--- src/rtl/ioctl_loader.sv ---
// ioctl_loader: steers MiSTer ioctl downloads into ROM writes, SYSMODE and DIP storage, and sequences core reset.
// Optional feature macro LOADER_CHECKSUM_EN adds an additive 8-bit checksum of ROM bytes on rom_csum.
module ioctl_loader #(
    parameter int unsigned ROM_INDEX  = 0,
    parameter int unsigned MODE_INDEX = 1,
    parameter int unsigned DSW_INDEX  = 254,
    parameter int unsigned POST_HOLD  = 256
) (
    input  logic        clk_sys,
    input  logic        reset_n,
    input  logic        ioctl_download,
    input  logic        ioctl_wr,
    input  logic [7:0]  ioctl_index,
    input  logic [24:0] ioctl_addr,
    input  logic [7:0]  ioctl_dout,
    input  logic        user_reset,
    output logic        rom_we,
    output logic [24:0] rom_addr,
    output logic [7:0]  rom_data,
    output logic [7:0]  sysmode,
    output logic [63:0] dsw,
    output logic        core_reset,
    output logic        load_done,
    output logic [24:0] rom_bytes,
    output logic [7:0]  rom_csum
);

    localparam int CW = $clog2(POST_HOLD + 1);
    localparam logic [CW-1:0] HOLD_INIT = CW'(POST_HOLD);

    typedef enum logic [1:0] {
        S_IDLE,
        S_LOAD,
        S_HOLD,
        S_RUN
    } state_t;

    state_t        state_q;
    logic [CW-1:0] cnt_q;
    logic          core_reset_q;
    logic          load_done_q;

    logic          dl_q;
    logic          rom_we_q;
    logic [24:0]   rom_addr_q;
    logic [7:0]    rom_data_q;
    logic [7:0]    sysmode_q, sysmode_d;
    logic [63:0]   dsw_q, dsw_d;
    logic [24:0]   rom_bytes_q, rom_bytes_d;

    logic sel_rom, sel_mode, sel_dsw;
    logic wr_en, rom_wr, rom_start, dl_fall, hold_last, count_wr;

    assign sel_rom   = (ioctl_index == 8'(ROM_INDEX));
    assign sel_mode  = (ioctl_index == 8'(MODE_INDEX));
    assign sel_dsw   = (ioctl_index == 8'(DSW_INDEX));
    assign wr_en     = ioctl_wr & ioctl_download;
    assign rom_wr    = wr_en & sel_rom;
    assign rom_start = ioctl_download & ~dl_q & sel_rom;
    assign dl_fall   = ~ioctl_download & dl_q;
    assign hold_last = (cnt_q == CW'(1)) || (cnt_q == '0);
    // Writes only accumulate inside LOAD; the starting edge is handled separately so a coincident byte counts.
    assign count_wr  = (state_q == S_LOAD) & rom_wr;

    always_ff @(posedge clk_sys or negedge reset_n) begin
        if (!reset_n) begin
            state_q      <= S_IDLE;
            cnt_q        <= '0;
            core_reset_q <= 1'b1;
            load_done_q  <= 1'b0;
        end else begin
            load_done_q <= 1'b0;
            if (rom_start) begin
                state_q      <= S_LOAD;
                cnt_q        <= '0;
                core_reset_q <= 1'b1;
            end else begin
                case (state_q)
                    S_LOAD: begin
                        if (dl_fall) begin
                            state_q <= S_HOLD;
                            cnt_q   <= HOLD_INIT;
                        end
                    end
                    S_HOLD: begin
                        if (user_reset) begin
                            cnt_q <= HOLD_INIT;
                        end else if (hold_last) begin
                            state_q      <= S_RUN;
                            cnt_q        <= '0;
                            core_reset_q <= 1'b0;
                            load_done_q  <= 1'b1;
                        end else begin
                            cnt_q <= cnt_q - CW'(1);
                        end
                    end
                    S_RUN: begin
                        if (user_reset) begin
                            state_q      <= S_HOLD;
                            cnt_q        <= HOLD_INIT;
                            core_reset_q <= 1'b1;
                        end
                    end
                    default: begin
                    end
                endcase
            end
        end
    end

    always_comb begin
        rom_bytes_d = rom_bytes_q;
        if (rom_start) begin
            rom_bytes_d = {24'd0, rom_wr};
        end else if (count_wr && !(&rom_bytes_q)) begin
            rom_bytes_d = rom_bytes_q + 25'd1;
        end

        sysmode_d = sysmode_q;
        if (wr_en && sel_mode && (ioctl_addr == 25'd0)) begin
            sysmode_d = ioctl_dout;
        end

        dsw_d = dsw_q;
        if (wr_en && sel_dsw && (ioctl_addr[24:3] == 22'd0)) begin
            dsw_d[{ioctl_addr[2:0], 3'b000} +: 8] = ioctl_dout;
        end
    end

    always_ff @(posedge clk_sys or negedge reset_n) begin
        if (!reset_n) begin
            dl_q        <= 1'b0;
            rom_we_q    <= 1'b0;
            rom_addr_q  <= '0;
            rom_data_q  <= '0;
            sysmode_q   <= 8'h00;
            dsw_q       <= '1;
            rom_bytes_q <= '0;
        end else begin
            dl_q     <= ioctl_download;
            rom_we_q <= rom_wr;
            if (rom_wr) begin
                rom_addr_q <= ioctl_addr;
                rom_data_q <= ioctl_dout;
            end
            sysmode_q   <= sysmode_d;
            dsw_q       <= dsw_d;
            rom_bytes_q <= rom_bytes_d;
        end
    end

`ifdef LOADER_CHECKSUM_EN
    logic [7:0] csum_q, csum_d;

    always_comb begin
        csum_d = csum_q;
        if (rom_start) begin
            csum_d = rom_wr ? ioctl_dout : 8'h00;
        end else if (count_wr) begin
            csum_d = csum_q + ioctl_dout;
        end
    end

    always_ff @(posedge clk_sys or negedge reset_n) begin
        if (!reset_n) begin
            csum_q <= 8'h00;
        end else begin
            csum_q <= csum_d;
        end
    end

    assign rom_csum = csum_q;
`else
    assign rom_csum = 8'h00;
`endif

    assign rom_we     = rom_we_q;
    assign rom_addr   = rom_addr_q;
    assign rom_data   = rom_data_q;
    assign sysmode    = sysmode_q;
    assign dsw        = dsw_q;
    assign core_reset = core_reset_q;
    assign load_done  = load_done_q;
    assign rom_bytes  = rom_bytes_q;

endmodule

--- config.mk ---
export PLATFORM = sky130hd
export DESIGN_NAME = ioctl_loader
export DESIGN_NICKNAME = d
export VERILOG_FILES = /design/src/rtl/ioctl_loader.sv
export SDC_FILE = /design/constraint.sdc
export NUM_CORES = 1
export LEC_CHECK = 0
export BUFFER_PORTS_ARGS = -buffer_cell sky130_fd_sc_hd__buf_4
export CAP_MARGIN = 20
export CORE_ASPECT_RATIO = 0.5
export CORE_MARGIN = 2
export CORE_UTILIZATION = 40
export DETAILED_ROUTE_END_ITERATION = 8
export PLACE_DENSITY = 0.67
export SYNTH_ARGS = -nofsm -noshare
export SYNTH_HDL_FRONTEND = slang
export SYNTH_SLANG_ARGS = --single-unit
--- constraint.sdc ---
create_clock -name clk_sys -period 2.4 [get_ports clk_sys]
set_clock_uncertainty 0.15 [all_clocks]
set_input_delay 0 -clock clk_sys [delete_from_list [all_inputs] [get_ports clk_sys]]
set_output_delay 0 -clock clk_sys [all_outputs]
set_load 0.02 [all_outputs]
## After elaboration in Yosys (flattened, before gate mapping)

Index checks and enable logic that the tools add are counted.

- $add $sub $neg: 3
- Multiply operators: 0
- Divide/modulo/power cells: 0
- Magnitude comparators: 0
- Equal/unequal tests: 10
- Shifts and indexed selects: 2
- Mux-type cells: 24
- Bitwise operators: 8
- Reduce and logical (&&, ||, !) cells: 18

Operators with widths:

| kind | count |
|---|---|
| bitwise mux 64 bit | 1 |
| variable shift 8 x 8 -> 64 bit, first input constant | 1 |
| variable part select 8 x 8 -> 64 bit | 1 |
| 2-to-1 mux 25 bit | 2 |
| 2-to-1 mux 9 bit | 5 |
| one-hot mux 9 bit (3 select lines) | 1 |
| adder 25 x 1 -> 25 bit, second input constant | 1 |
| logical NOT 25 bit | 1 |
| AND reduction 25 bit | 1 |
| logical NOT 22 bit | 1 |
| != test 3 bit, second input constant | 4 |
| 2-to-1 mux 2 bit | 5 |
| == test 9 x 1 -> 1 bit, second input constant | 1 |
| logical NOT 9 bit | 1 |
| subtractor 9 x 1 -> 9 bit, second input constant | 1 |
| == test 8 x 1 -> 1 bit, second input constant | 1 |
| == test 8 bit, second input constant | 1 |
| logical NOT 8 bit | 1 |
| 2-to-1 mux 1 bit | 8 |
| negation 6 -> 8 bit | 1 |
| bitwise AND 1 bit | 6 |
| one-hot mux 2 bit (3 select lines) | 1 |
| logical AND 1 bit | 5 |
| AND reduction 5 bit | 1 |
| other kinds (11) | 13 |

- Bits in registers: 145
- Latch bits: 0
- Bits in writable memories: 0
- Memory bits (read-only): 0
- Input bits: 46
- Word-level logic and storage cells: 76
- Memories kept: 0

## Logic depth before layout (Yosys ltp)

Gate-level depths: netlist (run 1).

- Word-level depth: 6
- Mapped depth: 8
- Mapped depth without buffers: 7

## Worst setup path after synthesis (run 1)

OpenSTA, ideal clock, no wires.

- Path type: reg-to-reg
- From: reg rom_bytes_q[0], in the netlist rom_bytes[0]
- To: reg rom_bytes_q[1], in the netlist rom_bytes[1]
- Library setup time: 0.132 ns
- Arrival: 2.299 ns
- Path slack: -0.180 ns
- Stages on the path, launching flop included: 8
- Path buffers: 1
- Clock period less this slack: 2.580 ns
- Path through: dfrtp_1 > ha_1 > nand4_1 > or4_1 > o21ai_0 > clkbuf_1 > mux2i_1 > nor2_1

- Longest elaborated chain between the ends: 4
- Elaborated cells on any way between the ends: 7
- Classes of those cells: add/sub (1); mux (2); reduce/logical (4)

RTL lines:

| item | RTL line | source |
|---|---|---|
| start, declared | 49 | `logic [24:0] rom_bytes_q, rom_bytes_d;` |
| start signal, assigned | 148 | `rom_bytes_q <= rom_bytes_d;` |
| branches (longest 4 deep; another with adder 25 x 1 -> 25 bit) | n/a |  |

Several ways; the timed one is not identified. The select of a mux whose other input is x is not followed.
A chain may end at the register's enable or synchronous reset.

## Worst setup path after layout (run 1)

- From: in ioctl_addr[3]
- To: reg dsw_q[11], in the netlist dsw[11]

- Longest elaborated chain between the ends: 2

RTL lines:

| item | RTL line | source |
|---|---|---|
| start, declared | 14 | `input logic [24:0] ioctl_addr,` |
| logical NOT 22 bit | 125 | `if (wr_en && sel_dsw && (ioctl_addr[24:3] == 22'd0)) begin` |
| logical AND 1 bit | 125 |  |
| end signal, assigned | 147 | `dsw_q <= dsw_d;` |
| end, declared | 48 | `logic [63:0] dsw_q, dsw_d;` |

No other way between the ends.

==> results of run 1 <==
worst max path at each step:
stage	slack, ns	to	depth (start not counted)	from
floorplan	-0.01	rom_bytes[1]	7	rom_bytes[0]
global placement	-0.09	dsw[47]	8	ioctl_addr[9]
detailed placement	-0.1	dsw[44]	8	ioctl_addr[9]
CTS	0.02	dsw[44]	9	ioctl_addr[22]
global route	-0.02	dsw[11]	9	ioctl_addr[3]
finish	0.08	dsw[11]	9	ioctl_addr[3]
Yosys cell counts, types with 3 or more instances:
cell	count	area (um^2)
nand3_1	10	50.1
o21ai_0	18	90.1
dfstp_2	65	1710
dfrtp_1	80	2000
a21oi_1	19	95.1
inv_1	8	30.0
nand4_1	8	50.1
a41o_1	5	50.1
o211ai_1	6	45.0
and2_1	9	56.3
nor4_1	8	50.1
or4_1	13	97.6
nor3_1	4	20.0
or3_1	11	68.8
mux2_2	72	811
ha_1	6	75.1
xnor2_1	3	26.3
xor2_1	4	35.0
and3_1	7	43.8
nor2_1	29	109
nand2_1	111	417
clkbuf_1	18	67.6
and4_1	4	35.0
a31oi_1	4	25.0
buf_4	13	97.6
kinds of logic after synthesis:
logic type                 Yosys count
AOI/OAI and AO/OA                   68
xor gates and xnor gates             7
adders and majority gates            6
buffers and inverters               39
DFF                                145
muxes                               73
other                                1
and+or+nand+nor                    237
metrics by stage:
step / total power (uW) / TNS, ns / hold slack [ns] / setup slack (ns)
after floorplan: 3060 / -0.00962 / -0.446 / -0.00962
after global placement: 3300 / -1.09 / -0.137 / -0.0858
after detailed placement: 3320 / -1.27 / -0.127 / -0.0976
after CTS: 6020 / 0 / 0.0879 / 0.0213
after global routing: 6250 / -0.129 / 0.112 / -0.0240
final: 5970 / 0 / 0.109 / 0.0827
sequential cells by signal, indices dropped and copies added, names as in the netlist:
register    cells
cnt_q           9
core_reset      1
dl_q            1
dsw            64
load_done       1
rom_addr       25
rom_bytes      25
rom_data        8
rom_we          1
state_q         2
sysmode         8
worst max-delay path, cell delays in order:
cell	delay, ns
dlygate4sd3_1	0.57
buf_4	0.16
nor4_2	0.27
nand4_1	0.23
nor4_4	0.34
buf_4	0.21
and4_1	0.19
buf_4	0.18
mux2_2	0.35
metal layers:
metal	track usage, %	wire (um)
met5	0	0
met4	8.13	382
met3	6.21	973
met2	35.9	8950
met1	26.1	7680
timing repair:
| action | 4_1_cts | 5_1_grt |
|---|---|---|
| resized for setup | 0 | 4 |
| setup endpoints to repair | 0 | 26 |
| setup buffers | 0 | 1 |
| hold endpoints to repair | 247 | 0 |
| hold buffers | 38 | 0 |
power groups by stage:
stage	Clock (uW)	Combinational (uW)	Sequential (uW)
global placement	0	645	2660
floorplan	0	399	2660
CTS	2680	718	2620
finish	2620	724	2620
detailed placement	0	662	2660
global route	2800	813	2640
final cells by class:
class	count	area share [%]
clock buffers	17	4.56
repair buffers	248	21.7
flip-flops and latches	145	39.7
multi-input cells	399	29.0
inverters	8	0.322
well taps	227	3.04
clock inverters	15	1.58
==> run_results.csv, run 1 <==
group,metric,value,unit
clocking,clock_tree.root_cell,"clkbuf_16",
floorplan,core-area,16200,um^2
sta,hold_violations,0,
logic_synthesis,synth_area_per_cell,11.4,um^2
finish,fin_util,57.5,%
global_route,grt_pass1_wl,28100,um
floorplan,start_util,40.4,%
logic_synthesis,synthArstFlopShare,100,%
logic_synthesis,synth_compound_area_share,6.83,%
clocking,cts_tree,"yes",
global_route,antenna_found_initial,0,
sta,slew_viol_final,0,
worst_setup_path,crit_arrival,2.52,ns
finish,antenna_cells,0,
sta,slew_headroom,58.6,%
logic_synthesis,yosysWarnings,0,
logic_synthesis,synthMuxAreaShare,12.5,%
place,place.detailed.instances,987,
route,dr.pass1.iters,4,
finish,drive_gt1_share,47.6,%
sta,post-route-period-util,96.6,%
route,drt_first_iter_violations,238,
logic_synthesis,synth_edf_count,0,
finish,instances_no_fill,1059,
global_route,track_usage,21.3,%
worst_setup_path,crit_fanout,8,
logic_synthesis,synthFlopType,"dfrtp_1",
clocking,cts_buffers,17,
logic_synthesis,synth_cell_types,57,
route,wirelength,18000,um
route,ant_nets,0,
worst_setup_path,r2r_end,"cnt_q[5]",
hold_path,hold-path-endpoint,"dl_q",
logic_synthesis,synthAdderAreaFrac,1.14,%
route,wl_per_cell,17.0,um
clocking,insertion_delay,0.43,ns
sta,period_needed,2.32,ns
finish,final_common_cell,"buf_4",
pwr,switchingPower,1660,uW
logic_synthesis,synth_top_family_by_area,"simple AND/OR/NAND/NOR gates",
place,globalplace.congestion,0.820,
route,vias,5308,
route,vias_per_cell,5.01,
finish,multiInputGateArea,2710,um^2
global_route,grt_pass1_vias,5283,
pwr,pwr_density_cell,639,nW/um^2
pwr,clockPowerShare,44.0,%
pwr,intPower,4310,uW
finish,ff_latch_area,3710,um^2
floorplan,io_pins,187,
hold_path,min_path_cells,2,
pwr,p_sw_share,27.9,%
clocking,cts_max_level,4,
sta,worstMarginPinSlew,0.621,ns
logic_synthesis,ys_ff_latch,145,
place,port_buffers,178,
finish,final_cell_mix,"203 x buf_4, 111 x nand2_1, 80 x dfrtp_1",
sta,setup_viol,0,
place,place_hpwl,12100,um
place,dpl_cell_area,8340,um^2
worst_setup_path,r2r_start,"cnt_q[6]",
pwr,p_leak,0.00461,uW
floorplan,die_x,185,um
logic_synthesis,netlist_area,6560,um^2
global_route,grt_max_degree,47,
finish,final_nets,871,
clocking,cts.sinks,145,
worst_setup_path,r2r_cells,5,
floorplan,die_area,17500,um^2
pwr,seqPwrFrac,43.9,%
worst_setup_path,crit_type,"in -> reg",
clocking,clk_pin_slew,0.07,ns
logic_synthesis,synthSimpleGateAreaFrac,19.0,%
hold_path,worstHoldStart,"ioctl_download",
hold_path,worstHoldPathType,"in -> reg",
sta,max_freq,0.432,GHz
worst_setup_path,end_kind,"flop",
worst_setup_path,cp_data_required_time,2.60,ns
run,maxCapViolations,0,
finish,syn_to_final_growth,42.3,%
logic_synthesis,syn_inst,576,
logic_synthesis,yosysSeqAreaShare,56.5,%
pwr,vdd.ir_drop.worst,0.000500,V
global_route,overflow,0,
worst_setup_path,r2r_setup_slack,0.19,ns
floorplan,rows,33,
run_status,run_status,"complete, no violations",
clocking,cts_buffer_depth,2,
finish,fin_area,9340,um^2
worst_setup_path,cp-start-kind,"primary input",
finish,filler_cell_count,1383,
route,drcViolationCount,0,
pwr,comb_power_share,12.1,%
floorplan,fp.dieH,94.6,um
logic_synthesis,synthXorXnorAreaFrac,0.934,%
No activity file was read; power rests on OpenSTA's default activity.
==> run 2: changes to the inputs <==
- CORE_UTILIZATION: 40 -> 47
- PLACE_DENSITY: 0.67 -> 0.76
==> run_results.csv, run 2 (synthesis gave the netlist of run 1 again) <==
group,metric,value,unit
run_status,run_status,"complete, no violations",
floorplan,core-area,13600,um^2
route,dr.pass1.iters,4,
place,place_hpwl,11800,um
worst_setup_path,path_common_cell,"buf_4",
pwr,clockPowerShare,43.1,%
clocking,clk_pin_slew,0.07,ns
pwr,switchingPower,1680,uW
clocking,cts_buffer_depth,2,
worst_setup_path,end_kind,"flop",
hold_path,worstHoldPathType,"in -> async",
clocking,clock_tree.root_cell,"clkbuf_16",
route,highest_layer,"met4",
route,drt_first_iter_violations,283,
route,wl_per_cell,17.5,um
clocking,cts.sinks,145,
place,pre_cts_ws,-0.0603,ns
worst_setup_path,crit_arrival,2.57,ns
route,wl_met3,921,um
sta,worstMarginPinSlew,0.617,ns
worst_setup_path,crit_type,"in -> reg",
pwr,pwr_density_cell,640,nW/um^2
worst_setup_path,max_stage_delay,0.54,ns
sta,slew_viol_final,0,
pwr,p_leak,0.00457,uW
route,met2_length,9000,um
pwr,p_sw_share,28.5,%
floorplan,fp.dieH,87.5,um
sta,max_freq,0.422,GHz
route,met1_length,7400,um
place,dpl_cell_area,8250,um^2
worst_setup_path,critPathTopFamily,"buffers and inverters",
finish,drive_gt1_share,47.5,%
sta,slew_headroom,58.9,%
clocking,cts_buffers,17,
global_route,antenna_found_initial,0,
finish,final_cell_mix,"200 x buf_4, 111 x nand2_1, 80 x dfrtp_1",
floorplan,rows,30,
route,ant_nets,0,
clocking,cts_tree,"yes",
sta,period_needed,2.37,ns
pwr,vdd.ir_drop.worst,0.000382,V
route,vias,5466,
clocking,insertion_delay,0.42,ns
pwr,seqPwrFrac,44.5,%
worst_setup_path,crit_fanout,8,
run,maxCapViolations,0,
floorplan,die_x,171,um
finish,antenna_cells,0,
sta,post-route-period-util,98.8,%
route,vias_per_cell,5.37,
global_route,grt_max_degree,68,
route,wirelength,17800,um
global_route,grt_pass1_wl,28000,um
floorplan,start_util,48.3,%
finish,fin_area,9220,um^2
global_route,track_usage,24.5,%
route,drcViolationCount,0,
finish,final_nets,865,
worst_setup_path,crit_slowest_cell,"dlygate4sd3_1",
finish,largest_register_ffs,64,
place,port_buffers,178,
pwr,intPower,4220,uW
clocking,cts_max_level,4,
pwr,comb_power_share,12.4,%
finish,final_common_cell,"buf_4",
place,place.detailed.instances,948,
place,globalplace.congestion,0.863,
floorplan,io_pins,187,
global_route,grt_pass1_vias,5412,
worst_setup_path,crit_buf_inv,5,
finish,instances_no_fill,1018,
worst_setup_path,cp_data_required_time,2.60,ns
global_route,overflow,0,
sta,hold_violations,0,
sta,fin_ws,0.0284,ns
worst_setup_path,crit_chain,"dlygate4sd3_1, buf_4, nor4_1, nand4_1, buf_4, nor4_4, buf_4, buf_12, nand4b_2, mux2_2",
finish,syn_to_final_growth,40.5,%
floorplan,die_area,15000,um^2
sta,rsz0062_at_grt,"yes",
worst_setup_path,cp-start-kind,"primary input",
sta,setup_viol,0,
-- run 2: power by group through the flow --
stage | registers, uW | logic, uW | clock network, uW
2_1_floorplan | 2660 | 399 | 0
3_3_place_gp | 2660 | 643 | 0
3_5_place_dp | 2660 | 663 | 0
4_1_cts | 2620 | 719 | 2590
5_1_grt | 2640 | 821 | 2700
6_report | 2630 | 730 | 2540
-- run 2: layout make-up --
| class | count | area, um^2 |
|---|---|---|
| inverter | 8 | 30.0 |
| timing repair buffer | 242 | 1960 |
| fill | 1004 | 4370 |
| clock inverter | 15 | 143 |
| sequential | 145 | 3710 |
| clock buffer | 17 | 425 |
| tap | 192 | 240 |
| multi-input combinational | 399 | 2710 |
-- run 2: layer usage --
metal | vias up | track usage [%]
met5 | - | 0
met4 | 0 | 12.4
met3 | 41 | 5.69
met2 | 172 | 41.9
met1 | 2739 | 29.7
li1 | 2514 | -
-- run 2: per-stage QoR --
| step | setup TNS (ns) | hold slack (ns) | power, uW | utilization (%) |
|---|---|---|---|---|
| global placement | -0.443 | -0.119 | 3300 | 60.7 |
| floorplan | -0.00962 | -0.446 | 3060 | - |
| global route | -0.689 | 0.0674 | 6160 | 67.8 |
| detailed placement | -0.850 | -0.109 | 3330 | 60.7 |
| finish | 0 | 0.00584 | 5900 | 67.8 |
| CTS | 0 | 0.0167 | 5930 | 67.7 |
-- run 2: repair_timing --
item / in CTS / in global routing
gates resized for setup: 0 / 4
hold buffers: 37 / 0
endpoints found under the setup margin: 0 / 51
endpoints found under the hold margin: 236 / 0
buffers inserted: 0 / 1
-- run 2: path summary, 6_finish.rpt --
check,startpoint,endpoint,slack (ns),depth (start not counted)
max reg2reg,rom_bytes[1],rom_bytes[11],0.19,7
min reg2reg,rom_data[3],rom_data[3],0.33,2
max,ioctl_addr[4],dsw[24],0.03,10
min,reset_n,sysmode[2],0.006,2
min in group clk_sys,ioctl_index[0],sysmode[4],0.11,5
max in group asynchronous,reset_n,dsw[10],1.28,3
